### src/rtl/sdram_port_pkg.sv
// Shared types and constants for the CPU-side SDRAM port bridge.
// Byte-strobe encodings follow the controller's {hi,lo} order.
package sdram_port_pkg;

  localparam int PORT_AW = 21;

  localparam logic [1:0] DS_LO   = 2'b01;
  localparam logic [1:0] DS_HI   = 2'b10;
  localparam logic [1:0] DS_WORD = 2'b11;

  typedef enum logic [1:0] {
    IDLE    = 2'd0,
    RD_WAIT = 2'd1,
    WR_WAIT = 2'd2
  } state_e;

  function automatic logic [7:0] lane_byte(input logic [15:0] word, input logic hi);
    return hi ? word[15:8] : word[7:0];
  endfunction

endpackage

### src/rtl/sdram_cpu_port_if.sv
// CPU byte bus and SDRAM controller toggle port, each bundled with
// modports for the driving (master) and responding (slave) side.
interface cpu_bus_if;
  logic        cpu_req;
  logic        cpu_we;
  logic [21:0] cpu_a;
  logic [7:0]  cpu_d;
  logic [7:0]  cpu_q;
  logic        cpu_valid;
  logic        cpu_busy;

  modport master (output cpu_req, cpu_we, cpu_a, cpu_d,
                  input  cpu_q, cpu_valid, cpu_busy);
  modport slave  (input  cpu_req, cpu_we, cpu_a, cpu_d,
                  output cpu_q, cpu_valid, cpu_busy);
endinterface

interface sdram_port_if;
  logic                              port_req;
  logic                              port_ack;
  logic                              port_we;
  logic [sdram_port_pkg::PORT_AW-1:0] port_a;
  logic [1:0]                        port_ds;
  logic [15:0]                       port_d;
  logic [15:0]                       port_q;

  modport master (output port_req, port_we, port_a, port_ds, port_d,
                  input  port_ack, port_q);
  modport slave  (input  port_req, port_we, port_a, port_ds, port_d,
                  output port_ack, port_q);
endinterface

### src/rtl/sdram_word_cache.sv
// One-word read cache: tag, data and valid flag, with a byte-lane
// write-through merge applied when a CPU write hits the cached word.
module sdram_word_cache
  import sdram_port_pkg::*;
#(
  parameter bit CACHE_EN = 1'b1,
  parameter int TAG_W    = PORT_AW + 1
) (
  input  logic             clk,
  input  logic             reset,
  input  logic [TAG_W-1:0] lookup_tag_i,
  output logic             hit_o,
  output logic [15:0]      data_o,
  input  logic             fill_i,
  input  logic [TAG_W-1:0] fill_tag_i,
  input  logic [15:0]      fill_data_i,
  input  logic             wr_i,
  input  logic             wr_lane_i,
  input  logic [7:0]       wr_byte_i
);

  logic             valid_q;
  logic [TAG_W-1:0] tag_q;

  assign hit_o = valid_q && (tag_q == lookup_tag_i);

  // With the cache disabled a fill never marks the entry valid.
  always_ff @(posedge clk) begin
    if (reset) begin
      valid_q <= 1'b0;
    end else if (fill_i) begin
      valid_q <= CACHE_EN;
    end
  end

  always_ff @(posedge clk) begin
    if (fill_i) begin
      tag_q <= fill_tag_i;
    end
  end

  for (genvar gi = 0; gi < 2; gi++) begin : g_lane
    logic [7:0] lane_q;

    always_ff @(posedge clk) begin
      if (fill_i) begin
        lane_q <= fill_data_i[gi*8 +: 8];
      end else if (wr_i && hit_o && (wr_lane_i == 1'(gi))) begin
        lane_q <= wr_byte_i;
      end
    end
  end

  assign data_o = {g_lane[1].lane_q, g_lane[0].lane_q};

endmodule

### src/rtl/sdram_cpu_port.sv
// Bridges the 8-bit CPU bus onto a 16-bit toggle req/ack SDRAM port,
// with byte-lane steering, a one-word read cache and a busy line.
module sdram_cpu_port
  import sdram_port_pkg::*;
#(
  parameter bit CACHE_EN = 1'b1,
  parameter bit BANK_HI  = 1'b0
) (
  input  logic         clk,
  input  logic         reset,
  cpu_bus_if.slave     cpu,
  sdram_port_if.master port
);

  localparam int TAG_W = PORT_AW + 1;

  state_e               state_q, state_d;
  logic                 port_req_q = 1'b0;
  logic                 port_req_d;
  logic                 port_we_q, port_we_d;
  logic [1:0]           port_ds_q, port_ds_d;
  logic [PORT_AW-1:0]   port_a_q, port_a_d;
  logic [15:0]          port_d_q, port_d_d;
  logic                 lane_q, lane_d;
  logic [7:0]           cpu_q_q, cpu_q_d;
  logic                 cpu_valid_q, cpu_valid_d;

  logic                 busy;
  logic                 ack_match;
  logic                 cache_hit;
  logic [15:0]          cache_data;
  logic                 cache_fill;
  logic                 cache_wr;

  assign ack_match = (port.port_ack == port_req_q);
  assign busy      = (state_q != IDLE) || !ack_match;

  sdram_word_cache #(
    .CACHE_EN (CACHE_EN),
    .TAG_W    (TAG_W)
  ) u_cache (
    .clk          (clk),
    .reset        (reset),
    .lookup_tag_i ({BANK_HI, cpu.cpu_a[21:1]}),
    .hit_o        (cache_hit),
    .data_o       (cache_data),
    .fill_i       (cache_fill),
    .fill_tag_i   ({BANK_HI, port_a_q}),
    .fill_data_i  (port.port_q),
    .wr_i         (cache_wr),
    .wr_lane_i    (cpu.cpu_a[0]),
    .wr_byte_i    (cpu.cpu_d)
  );

  always_comb begin
    state_d     = state_q;
    port_req_d  = port_req_q;
    port_we_d   = port_we_q;
    port_ds_d   = port_ds_q;
    port_a_d    = port_a_q;
    port_d_d    = port_d_q;
    lane_d      = lane_q;
    cpu_q_d     = cpu_q_q;
    cpu_valid_d = 1'b0;
    cache_fill  = 1'b0;
    cache_wr    = 1'b0;

    case (state_q)
      IDLE: begin
        if (cpu.cpu_req && !busy) begin
          if (cpu.cpu_we) begin
            port_we_d  = 1'b1;
            port_ds_d  = cpu.cpu_a[0] ? DS_HI : DS_LO;
            port_a_d   = cpu.cpu_a[21:1];
            port_d_d   = {cpu.cpu_d, cpu.cpu_d};
            port_req_d = ~port_req_q;
            cache_wr   = 1'b1;
            state_d    = WR_WAIT;
          end else if (cache_hit) begin
            cpu_q_d     = lane_byte(cache_data, cpu.cpu_a[0]);
            cpu_valid_d = 1'b1;
          end else begin
            port_we_d  = 1'b0;
            port_ds_d  = DS_WORD;
            port_a_d   = cpu.cpu_a[21:1];
            port_req_d = ~port_req_q;
            lane_d     = cpu.cpu_a[0];
            state_d    = RD_WAIT;
          end
        end
      end
      RD_WAIT: begin
        if (ack_match) begin
          cache_fill  = 1'b1;
          cpu_q_d     = lane_byte(port.port_q, lane_q);
          cpu_valid_d = 1'b1;
          state_d     = IDLE;
        end
      end
      WR_WAIT: begin
        if (ack_match) begin
          port_we_d = 1'b0;
          state_d   = IDLE;
        end
      end
      default: state_d = IDLE;
    endcase
  end

  always_ff @(posedge clk) begin
    if (reset) begin
      state_q     <= IDLE;
      port_we_q   <= 1'b0;
      port_ds_q   <= 2'b00;
      port_a_q    <= '0;
      port_d_q    <= '0;
      lane_q      <= 1'b0;
      cpu_q_q     <= '0;
      cpu_valid_q <= 1'b0;
    end else begin
      state_q     <= state_d;
      port_we_q   <= port_we_d;
      port_ds_q   <= port_ds_d;
      port_a_q    <= port_a_d;
      port_d_q    <= port_d_d;
      lane_q      <= lane_d;
      cpu_q_q     <= cpu_q_d;
      cpu_valid_q <= cpu_valid_d;
    end
  end

  // The request toggle survives reset so an in-flight transfer is
  // neither lost nor re-issued; busy tracks it until ack catches up.
  always_ff @(posedge clk) begin
    if (!reset) begin
      port_req_q <= port_req_d;
    end
  end

  assign cpu.cpu_q     = cpu_q_q;
  assign cpu.cpu_valid = cpu_valid_q;
  assign cpu.cpu_busy  = busy;

  assign port.port_req = port_req_q;
  assign port.port_we  = port_we_q;
  assign port.port_a   = port_a_q;
  assign port.port_ds  = port_ds_q;
  assign port.port_d   = port_d_q;

endmodule

### src/flat_wrapper.sv
// flat-port wrapper written by rule: the top's interface ports become plain ports
module sdram_cpu_port_flat import sdram_port_pkg::*;
#(
  parameter bit CACHE_EN = 1'b1,
  parameter bit BANK_HI  = 1'b0
)
  (clk, reset, cpu_cpu_req, cpu_cpu_we, cpu_cpu_a, cpu_cpu_d, cpu_cpu_q, cpu_cpu_valid, cpu_cpu_busy, port_port_req, port_port_we, port_port_a, port_port_ds, port_port_d, port_port_ack, port_port_q);
  cpu_bus_if cpu_i ();
  sdram_port_if port_i ();
  input  logic clk;
  input  logic reset;
  input wire logic [$bits(cpu_i.cpu_req)-1:0] cpu_cpu_req;
  input wire logic [$bits(cpu_i.cpu_we)-1:0] cpu_cpu_we;
  input wire logic [$bits(cpu_i.cpu_a)-1:0] cpu_cpu_a;
  input wire logic [$bits(cpu_i.cpu_d)-1:0] cpu_cpu_d;
  output wire logic [$bits(cpu_i.cpu_q)-1:0] cpu_cpu_q;
  output wire logic [$bits(cpu_i.cpu_valid)-1:0] cpu_cpu_valid;
  output wire logic [$bits(cpu_i.cpu_busy)-1:0] cpu_cpu_busy;
  output wire logic [$bits(port_i.port_req)-1:0] port_port_req;
  output wire logic [$bits(port_i.port_we)-1:0] port_port_we;
  output wire logic [$bits(port_i.port_a)-1:0] port_port_a;
  output wire logic [$bits(port_i.port_ds)-1:0] port_port_ds;
  output wire logic [$bits(port_i.port_d)-1:0] port_port_d;
  input wire logic [$bits(port_i.port_ack)-1:0] port_port_ack;
  input wire logic [$bits(port_i.port_q)-1:0] port_port_q;
  assign cpu_i.cpu_req = cpu_cpu_req;
  assign cpu_i.cpu_we = cpu_cpu_we;
  assign cpu_i.cpu_a = cpu_cpu_a;
  assign cpu_i.cpu_d = cpu_cpu_d;
  assign cpu_cpu_q = cpu_i.cpu_q;
  assign cpu_cpu_valid = cpu_i.cpu_valid;
  assign cpu_cpu_busy = cpu_i.cpu_busy;
  assign port_port_req = port_i.port_req;
  assign port_port_we = port_i.port_we;
  assign port_port_a = port_i.port_a;
  assign port_port_ds = port_i.port_ds;
  assign port_port_d = port_i.port_d;
  assign port_i.port_ack = port_port_ack;
  assign port_i.port_q = port_port_q;
  sdram_cpu_port #(.CACHE_EN(CACHE_EN), .BANK_HI(BANK_HI)) u_core (.clk(clk), .reset(reset), .cpu(cpu_i), .port(port_i));
endmodule
### config.mk
export PLATFORM = sky130hd
export DESIGN_NAME = sdram_cpu_port_flat
export DESIGN_NICKNAME = d
export VERILOG_FILES = /design/src/rtl/sdram_port_pkg.sv /design/src/rtl/sdram_cpu_port_if.sv /design/src/rtl/sdram_word_cache.sv /design/src/rtl/sdram_cpu_port.sv /design/src/flat_wrapper.sv
export SDC_FILE = /design/constraint.sdc
export NUM_CORES = 1
export LEC_CHECK = 0
export BUFFER_PORTS_ARGS = -buffer_cell sky130_fd_sc_hd__buf_2
export CORE_ASPECT_RATIO = 1.4
export CORE_MARGIN = 8
export CORE_UTILIZATION = 48
export CTS_CLUSTER_SIZE = 16
export DETAILED_ROUTE_END_ITERATION = 8
export GPL_ROUTABILITY_DRIVEN = 0
export PLACE_DENSITY_LB_ADDON = 0.1
export SYNTH_ARGS = -nofsm -noshare
export SYNTH_HDL_FRONTEND = slang
export SYNTH_HIERARCHICAL = 1
export SYNTH_SLANG_ARGS = --single-unit
### constraint.sdc
create_clock -name clk -period 2.9 [get_ports clk]
set_input_delay 0.435 -clock clk [delete_from_list [all_inputs] [get_ports clk]]
set_output_delay 0.435 -clock clk [all_outputs]
set_load 0.01 [all_outputs]
==> reports/metrics.yaml, run 1 <==
period_share_pct: 82.49
via_per_inst: 5.127
p_comb_share_pct: 11.6
die_h_um: 123.6
start_util_pct: 49.00
dieArea_mm2: 0.01148
finalWirelength_um: 9401
maxCapViolations: 0
clock_sinks: 84
synth_ff_type: "dfxtp_1"
leakage_nw: 2.131
fmax_mhz: 418.0
fp.dieW_um: 92.85
required_ns: 3.15
r2r_end: "u_core/port.port_a[15]"
p_sw_share_pct: 23.27
ir_drop_mv: 0.3936
cts_tree: "yes"
hold_start: "cpu_cpu_d[4]"
rows: 39
r2r-start: "u_core/u_cache/tag_q[15]"
wl_met2_um: 4792
cts-buffers-inserted: 9
finalSetupViolCount: 0
clockBufferDepth: 2
min_delay_worst_endpoint: "u_core/port.port_d[12]"
cts_root_buf: "clkbuf_16"
arrival_ns: 2.65
top_layer_used: "met4"
coreArea_mm2: 0.008100
min_period_ns: 2.392
wl_met3_um: 702
netlist_instances: 373
cp-start-kind: "flip-flop"
hold_viol: 0
place_inst: 565
yosys.area.top_type: "edfxtp_1"
final_layout_size_suffix_gt1_share_pct: 32.36
cts_hold_buf: 0
yosysUniqueCellTypes: 42
area.growth.synth_to_final_pct: 21.97
synth_edf_count: 39
antenna_found_initial: 0
seq_area_mm2: 0.002072
pwr-share-seq_pct: 49.4
yosysWarnings: 6
fill_cells: 753
postCtsResizedCells: 0
cpMaxStageDelayCell: "nor3b_4"
first_global_vias: 3086
p_per_area_mw_per_mm2: 550.9
rr_worst_depth: 8
worstPathMaxFanout: 18
final_cell_count_no_fill: 581
worstSetupEndpointType: "flip-flop"
wl_per_cell_um: 16.18
drc_errors: 0
min_path_cells: 3
worstMarginPinSlew_ns: 1.030
ant_nets: 0
syn-cell-area_mm2: 0.003969
final_nets: 528
postLayoutCoreUtil_pct: 59.76
multi_input_area_mm2: 0.001727
yosysSeqAreaShare_pct: 52.21
dpl.hpwl_um: 6934
first_pass_iters: 4
cp_slowest_stage_delay_ns: 0.86
internal-power_mw: 2.046
async_flop_share_pct: 0
avgSynthCellArea_um2: 10.64
yosys.area.top_type_share_pct: 29.51
ys_seq_elements: 84
cpLargestDelayFamily: "simple AND/OR/NAND/NOR gates"
final_common_cell: "nand2_1"
run_status: "finished clean"
clock_skew_ns: 0.005011
grt-ovfl-total: 0
cts_setup_buffers: 0
grt_pass1_wl_um: 14920
maxSlewViolCount: 0
num_vias: 2979
cp_cell_sequence: "xor2_1 > nor2_1 > nand4_1 > nor3_1 > nand2b_1 > nor3b_4 > buf_4 > mux2i_1"
r2r_setup_slack_ns: 0.51
clk_latency_ns: 0.33
grtUsageTotal_pct: 16.58
path_clk_slew_ns: 0.06
synth_area_leaders: "edfxtp_1 (30%), dfxtp_1 (23%), mux2i_1 (12%)"
fin_hold_ws_ns: 0.3652
port_buffers: 101
path_class: "reg2reg"
h-tree-depth: 3
num_io_pins: 102
layout_common_cells: "nand2_1 (114), buf_2 (101), mux2i_1 (46)"
path_buf_inv: 1
rsz0062_at_grt: "no"
grt_max_degree: 41
wl_met1_um: 3741
relSlewSlack_pct: 31.24
setup-tns-final_ns: 0
p_clk_share_pct: 39.0
antenna_cells: 0
hold_path.class: "in2reg"
drtIter0Drc: 131
power.switching_mw: 0.6205
==> area by class of cell <==
cell class	instances	share of cell area, %
Clock buffer	14	5.454
Clock inverter	2	0.1809
Sequential cell	84	42.80
Inverter	9	0.8012
Timing Repair Buffer	114	12.46
Multi-Input combinational cell	256	35.67
Tap cell	102	2.636
==> power by group through the flow <==
stage | clock network (mW) | logic (mW) | registers [mW]
6_report | 1.04 | 0.311 | 1.32
5_1_grt | 1.11 | 0.343 | 1.32
2_1_floorplan | 0 | 0.181 | 1.35
4_1_cts | 1.07 | 0.317 | 1.32
3_3_place_gp | 0 | 0.311 | 1.34
3_5_place_dp | 0 | 0.315 | 1.34
==> synth_stat cells (2+ instances only) <==
cell      count
buf_4         8
o32ai_1       2
buf_2         3
edfxtp_1     39
o41ai_1       2
mux2_2        8
mux2i_1      46
ha_1          3
nand2b_1      2
inv_1         6
o211ai_2      8
nand3_1      10
nor2b_1       9
buf_6         4
clkbuf_1      9
xnor2_1       5
nor2_1        5
o221a_1       3
xor2_1       18
nor4_1        4
dfxtp_1      45
nand2_1     114
==> worst register-to-register path: stages (launching register included) <==
cell and delay, ns:
edfxtp_1 0.38, xor2_1 0.15, nor2_1 0.09, nand4_1 0.15, nor3_1 0.08, nand2b_1 0.12
nor3b_4 0.86, buf_4 0.30, mux2i_1 0.20
==> kinds of logic after synthesis <==
group | Yosys count | synth area share, %
XOR/XNOR | 24 | 5.486
AO/OA/AOI/OAI | 19 | 4.981
AND/OR/NAND/NOR | 154 | 17.47
multiplexers | 54 | 13.87
adder cells (fa/ha/maj) | 3 | 0.9459
other | 1 | 0.09449
flip-flops | 84 | 52.21
buffers and inverters | 34 | 4.949
==> through the flow <==
step           worst slack [ns]  total power [mW]  instance area, µm²
6_report                 0.5078             2.667                4841
3_5_place_dp             0.2918             1.657                4568
5_1_grt                  0.2460             2.776                4841
2_1_floorplan           0.04862             1.529                3975
4_1_cts                  0.4511             2.705                4841
3_3_place_gp             0.3168             1.651                4568
==> flip-flops by register name, summed over array words and instances (netlist names) <==
register                      flops
u_core/state_q                    2
u_core/u_cache/tag_q             22
u_core/port.port_d                8
u_core/cpu.cpu_valid              1
u_core/u_cache/g_lane.lane_q     16
u_core/port.port_req              1
u_core/port.port_ds               2
u_core/port.port_a               21
u_core/u_cache/valid_q            1
u_core/lane_q                     1
u_core/cpu.cpu_q                  8
u_core/port.port_we               1
==> how the worst max path moves through the flow <==
stage / cells after the start / start / slack (ns) / endpoint
6_report: 8 / u_core/u_cache/tag_q[15] / 0.51 / u_core/port.port_a[15]
4_1_cts: 8 / u_core/u_cache/tag_q[11] / 0.45 / u_core/cpu.cpu_q[4]
3_5_place_dp: 9 / cpu_cpu_a[12] / 0.29 / u_core/cpu.cpu_q[4]
2_1_floorplan: 6 / u_core/port.port_req / 0.05 / u_core/u_cache/g_lane[1].lane_q[0]
3_3_place_gp: 9 / cpu_cpu_a[12] / 0.32 / u_core/cpu.cpu_q[7]
5_1_grt: 8 / u_core/u_cache/tag_q[11] / 0.25 / u_core/cpu.cpu_q[3]
==> layer usage <==
layer	vias up	global-route usage, %
li1	1461	-
met1	1413	18.19
met2	94	29.39
met3	11	4.403
met4	0	7.381
met5	-	0
No activity file was read; power rests on OpenSTA's default activity.
==> run 2, diff against run 1 <==
--- a/config.mk
+++ b/config.mk
@@ -5,6 +5,7 @@
 export SDC_FILE = /design/constraint.sdc
 export NUM_CORES = 1
 export LEC_CHECK = 0
+export ABC_AREA = 1
 export BUFFER_PORTS_ARGS = -buffer_cell sky130_fd_sc_hd__buf_2
 export CORE_ASPECT_RATIO = 1.4
 export CORE_MARGIN = 8
==> constraint.sdc (replaced) <==
create_clock -name clk -period 2.2 [get_ports clk]
set_input_delay 0.33 -clock clk [delete_from_list [all_inputs] [get_ports clk]]
set_output_delay 0.33 -clock clk [all_outputs]
set_load 0.01 [all_outputs]
==> run 2 against run 1 <==
Compared with the run above: sequential share of layout area shrank 1.1 points; wire length grew 6.9%; via count grew 18%; power grew 80%; worst setup slack lost 0.22 ns; critical endpoint is now u_core/cpu.cpu_q[1]; largest power group unchanged.
==> reports/metrics.yaml, run 2 <==
hold_path.class: "in2reg"
yosys.area.top_type: "edfxtp_1"
yosysSeqAreaShare_pct: 50.55  # -1.7 points
wl_per_cell_um: 13.53  # -16%
cts-buffers-inserted: 9  # unchanged
p_comb_share_pct: 29.0  # +17 points
hold_viol: 0  # unchanged
rr_worst_depth: 15  # +7
finalWirelength_um: 10050  # +6.9%
r2r_setup_slack_ns: 0.29  # -0.22 ns
port_buffers: 101  # unchanged
grtUsageTotal_pct: 18.09  # +1.5 points
pwr-share-seq_pct: 42.7  # -6.7 points
cts_tree: "yes"
min_path_cells: 2  # -1
path_buf_inv: 1  # unchanged
p_sw_share_pct: 32.80  # +9.5 points
min_period_ns: 1.907  # -0.4849 ns
clock_skew_ns: 0.005118  # +0.0001071 ns
p_clk_share_pct: 28.3  # -11 points
ys_seq_elements: 84  # unchanged
avgSynthCellArea_um2: 7.690  # -28%
finalSetupViolCount: 0  # unchanged
clockBufferDepth: 2  # unchanged
cp-start-kind: "flip-flop"
final_layout_size_suffix_gt1_share_pct: 25.39  # -7.0 points
final_common_cell: "nand2_1"
cts_root_buf: "clkbuf_16"
dieArea_mm2: 0.01179  # +2.8%
worstPathMaxFanout: 16  # -2
maxSlewViolCount: 0  # unchanged
path_clk_slew_ns: 0.06  # about the same
leakage_nw: 2.529  # +19%
synth_area_leaders: "edfxtp_1 (29%), dfxtp_1 (22%), nand2_1 (13%)"
ir_drop_mv: 0.5601  # +42%
p_per_area_mw_per_mm2: 963.9  # +75%
yosys.area.top_type_share_pct: 28.57  # -0.94 points
regMostFlops: "u_core/u_cache/tag_q"
syn-cell-area_mm2: 0.004099  # +3.3%
final_nets: 687  # +30%
run_status: "finished clean"
rsz0062_at_grt: "no"
grt-ovfl-total: 0  # unchanged
worstSetupEndpointType: "flip-flop"
antenna_cells: 0  # unchanged
async_flop_share_pct: 0  # unchanged
drc_errors: 0  # unchanged
path_class: "reg2reg"
synthTopCellsByCount: "nand2_1 (142), nor2_1 (115), inv_1 (59)"
netlist_instances: 533  # +43%
clk_latency_ns: 0.33  # about the same
num_io_pins: 102  # unchanged
internal-power_mw: 3.222  # +57%
cp_slowest_stage_delay_ns: 0.39  # -0.47 ns
die_h_um: 125.3  # +1.4%
clock_sinks: 84  # unchanged
fp.dieW_um: 94.10  # +1.3%
worstSetupStartpoint: "u_core/u_cache/tag_q[14]"
yosysWarnings: 6  # unchanged
r2r-start: "u_core/u_cache/tag_q[14]"
first_global_vias: 3556  # +15%
r2r_end: "u_core/cpu.cpu_q[1]"
power.switching_mw: 1.573  # +150%
largest_reg_flops: 22  # unchanged
ant_nets: 0  # unchanged
layout_common_cells: "nand2_1 (142), nor2_1 (114), buf_2 (101)"
arrival_ns: 2.13  # -0.52 ns
required_ns: 2.43  # -0.72 ns
h-tree-depth: 3  # unchanged
rows: 40  # +2.6%
synth_ff_type: "dfxtp_1"
first_pass_iters: 6  # +2
setup-tns-final_ns: 0  # unchanged
fmax_mhz: 524.3  # +25%
cts_hold_buf: 0  # unchanged
cpLargestDelayFamily: "simple AND/OR/NAND/NOR gates"
maxCapViolations: 0  # unchanged
hold_start: "reset"
period_share_pct: 86.70  # +4.2 points
grt_max_degree: 31  # -24%
drtIter0Drc: 148  # +13%
min_delay_worst_endpoint: "u_core/port.port_ds[1]"
dpl.hpwl_um: 7601  # +9.6%
cp_cell_sequence: "nor2_1 > nor2_1 > nor2_1 > nand2_1 > nor2_1 > nand2_1 > nor2_4 > nand2_1 > o21ai_2 > nand3_2 > nor2_4 > buf_12 > nand2_1 > nand2_1 > nor2_2"
area.growth.synth_to_final_pct: 21.34
via_per_inst: 4.738  # -7.6%
yosysMostFrequentCell: "nand2_1"
cpMaxStageDelayCell: "edfxtp_1"
synth_edf_count: 39  # unchanged
yosysUniqueCellTypes: 34  # -19%
postLayoutCoreUtil_pct: 58.80  # -0.96 points
start_util_pct: 48.46  # -0.53 points
grt_pass1_wl_um: 16920  # +13%
cpMostUsedCell: "nand2_1"
antenna_found_initial: 0  # unchanged
coreArea_mm2: 0.008458  # +4.4%
num_vias: 3520  # +18%
[run 2: cell count changes after synthesis, sizes merged, moves of 4 or more]
cell / previous run / this run
inv: 8 / 66
clkbuf: 9 / 2
xor2: 19 / 0
o21ai: 0 / 48
mux2i: 46 / 0
nor2b: 9 / 0
nand2: 114 / 147
xnor2: 5 / 1
nor4: 4 / 0
nor2: 5 / 135
nand4: 1 / 6
buf: 16 / 21
mux2: 8 / 0
o211ai: 8 / 0
[run 2: layout make-up]
class / instances / area, µm²
well taps: 105 / 131.4
clock buffers: 11 / 242.7
inverters: 67 / 256.5
flip-flops and latches: 84 / 2072
fillers: 816 / 3485
multi-input cells: 361 / 1623
repair buffers: 110 / 623.1
clock inverters: 5 / 25.02
[run 2: routing by layer]
| metal | GRT usage (%) | wire (µm) | share of wire, % |
|---|---|---|---|
| met5 | 0 | 0 | 0 |
| met4 | 10.40 | 341 | 3.4 |
| met3 | 3.653 | 497 | 4.9 |
| met2 | 31.34 | 5233 | 52 |
| met1 | 19.64 | 3980 | 40 |
[run 2: timing repair]
action / in CTS / in global routing
setup buffers: 0 / 0
gates resized for setup: 0 / 1
endpoints found under the setup margin: 0 / 4
[run 2: logic make-up (layout without fill, tap and decap cells)]
kind of cell               after synthesis  in the layout  share of synthesized area (%)
AOI/OAI and AO/OA                       53             53                          7.051
xor gates and xnor gates                 1              1                         0.2137
adders and majority gates                3              3                         0.9158
buffers and inverters                   90            193                          10.35
DFF                                     84             84                          50.55
other                                    1              3                        0.09149
and+or+nand+nor                        301            301                          30.83
[run 2: power groups by stage]
stage / logic [mW] / clock network [mW] / registers [mW]
floorplan: 0.930 / 0 / 2.11
global placement: 1.39 / 0 / 2.07
detailed placement: 1.41 / 0 / 2.08
CTS: 1.42 / 1.40 / 2.05
global route: 1.59 / 1.46 / 2.07
finish: 1.39 / 1.36 / 2.05
[run 2: worst reg2reg max path, stage by stage, from the launching register on]
cell,delay (ns)
edfxtp_1,0.39
nor2_1,0.10
nor2_1,0.09
nor2_1,0.09
nand2_1,0.07
nor2_1,0.10
nand2_1,0.09
nor2_4,0.15
nand2_1,0.09
o21ai_2,0.08
nand3_2,0.10
nor2_4,0.13
buf_12,0.16
nand2_1,0.06
nand2_1,0.07
nor2_2,0.03
[run 2: worst max-delay path by stage]
stage                                               to  slack (ns)  depth (start not counted)
detailed placement                 u_core/cpu.cpu_q[2]        0.16                         14
CTS                                u_core/cpu.cpu_q[1]        0.21                         15
floorplan           u_core/u_cache/g_lane[0].lane_q[0]        0.03                          8
global placement                   u_core/cpu.cpu_q[1]        0.18                         16
finish                             u_core/cpu.cpu_q[1]        0.29                         15
global route                       u_core/cpu.cpu_q[7]        0.04                         15
[run 2: metrics by stage]
step | area (µm²) | hold slack, ns | setup slack [ns] | cells | power, mW
6_report | 4974 | 0.2367 | 0.2927 | 743 | 4.794
5_1_grt | 4974 | 0.2391 | 0.04097 | 743 | 5.119
4_1_cts | 4969 | 0.2279 | 0.2108 | 743 | 4.862
3_5_place_dp | 4701 | 0.4360 | 0.1557 | 727 | 3.490
3_3_place_gp | 4701 | 0.4311 | 0.1798 | 727 | 3.454
2_1_floorplan | 4114 | 0.3991 | 0.03144 | 535 | 3.038
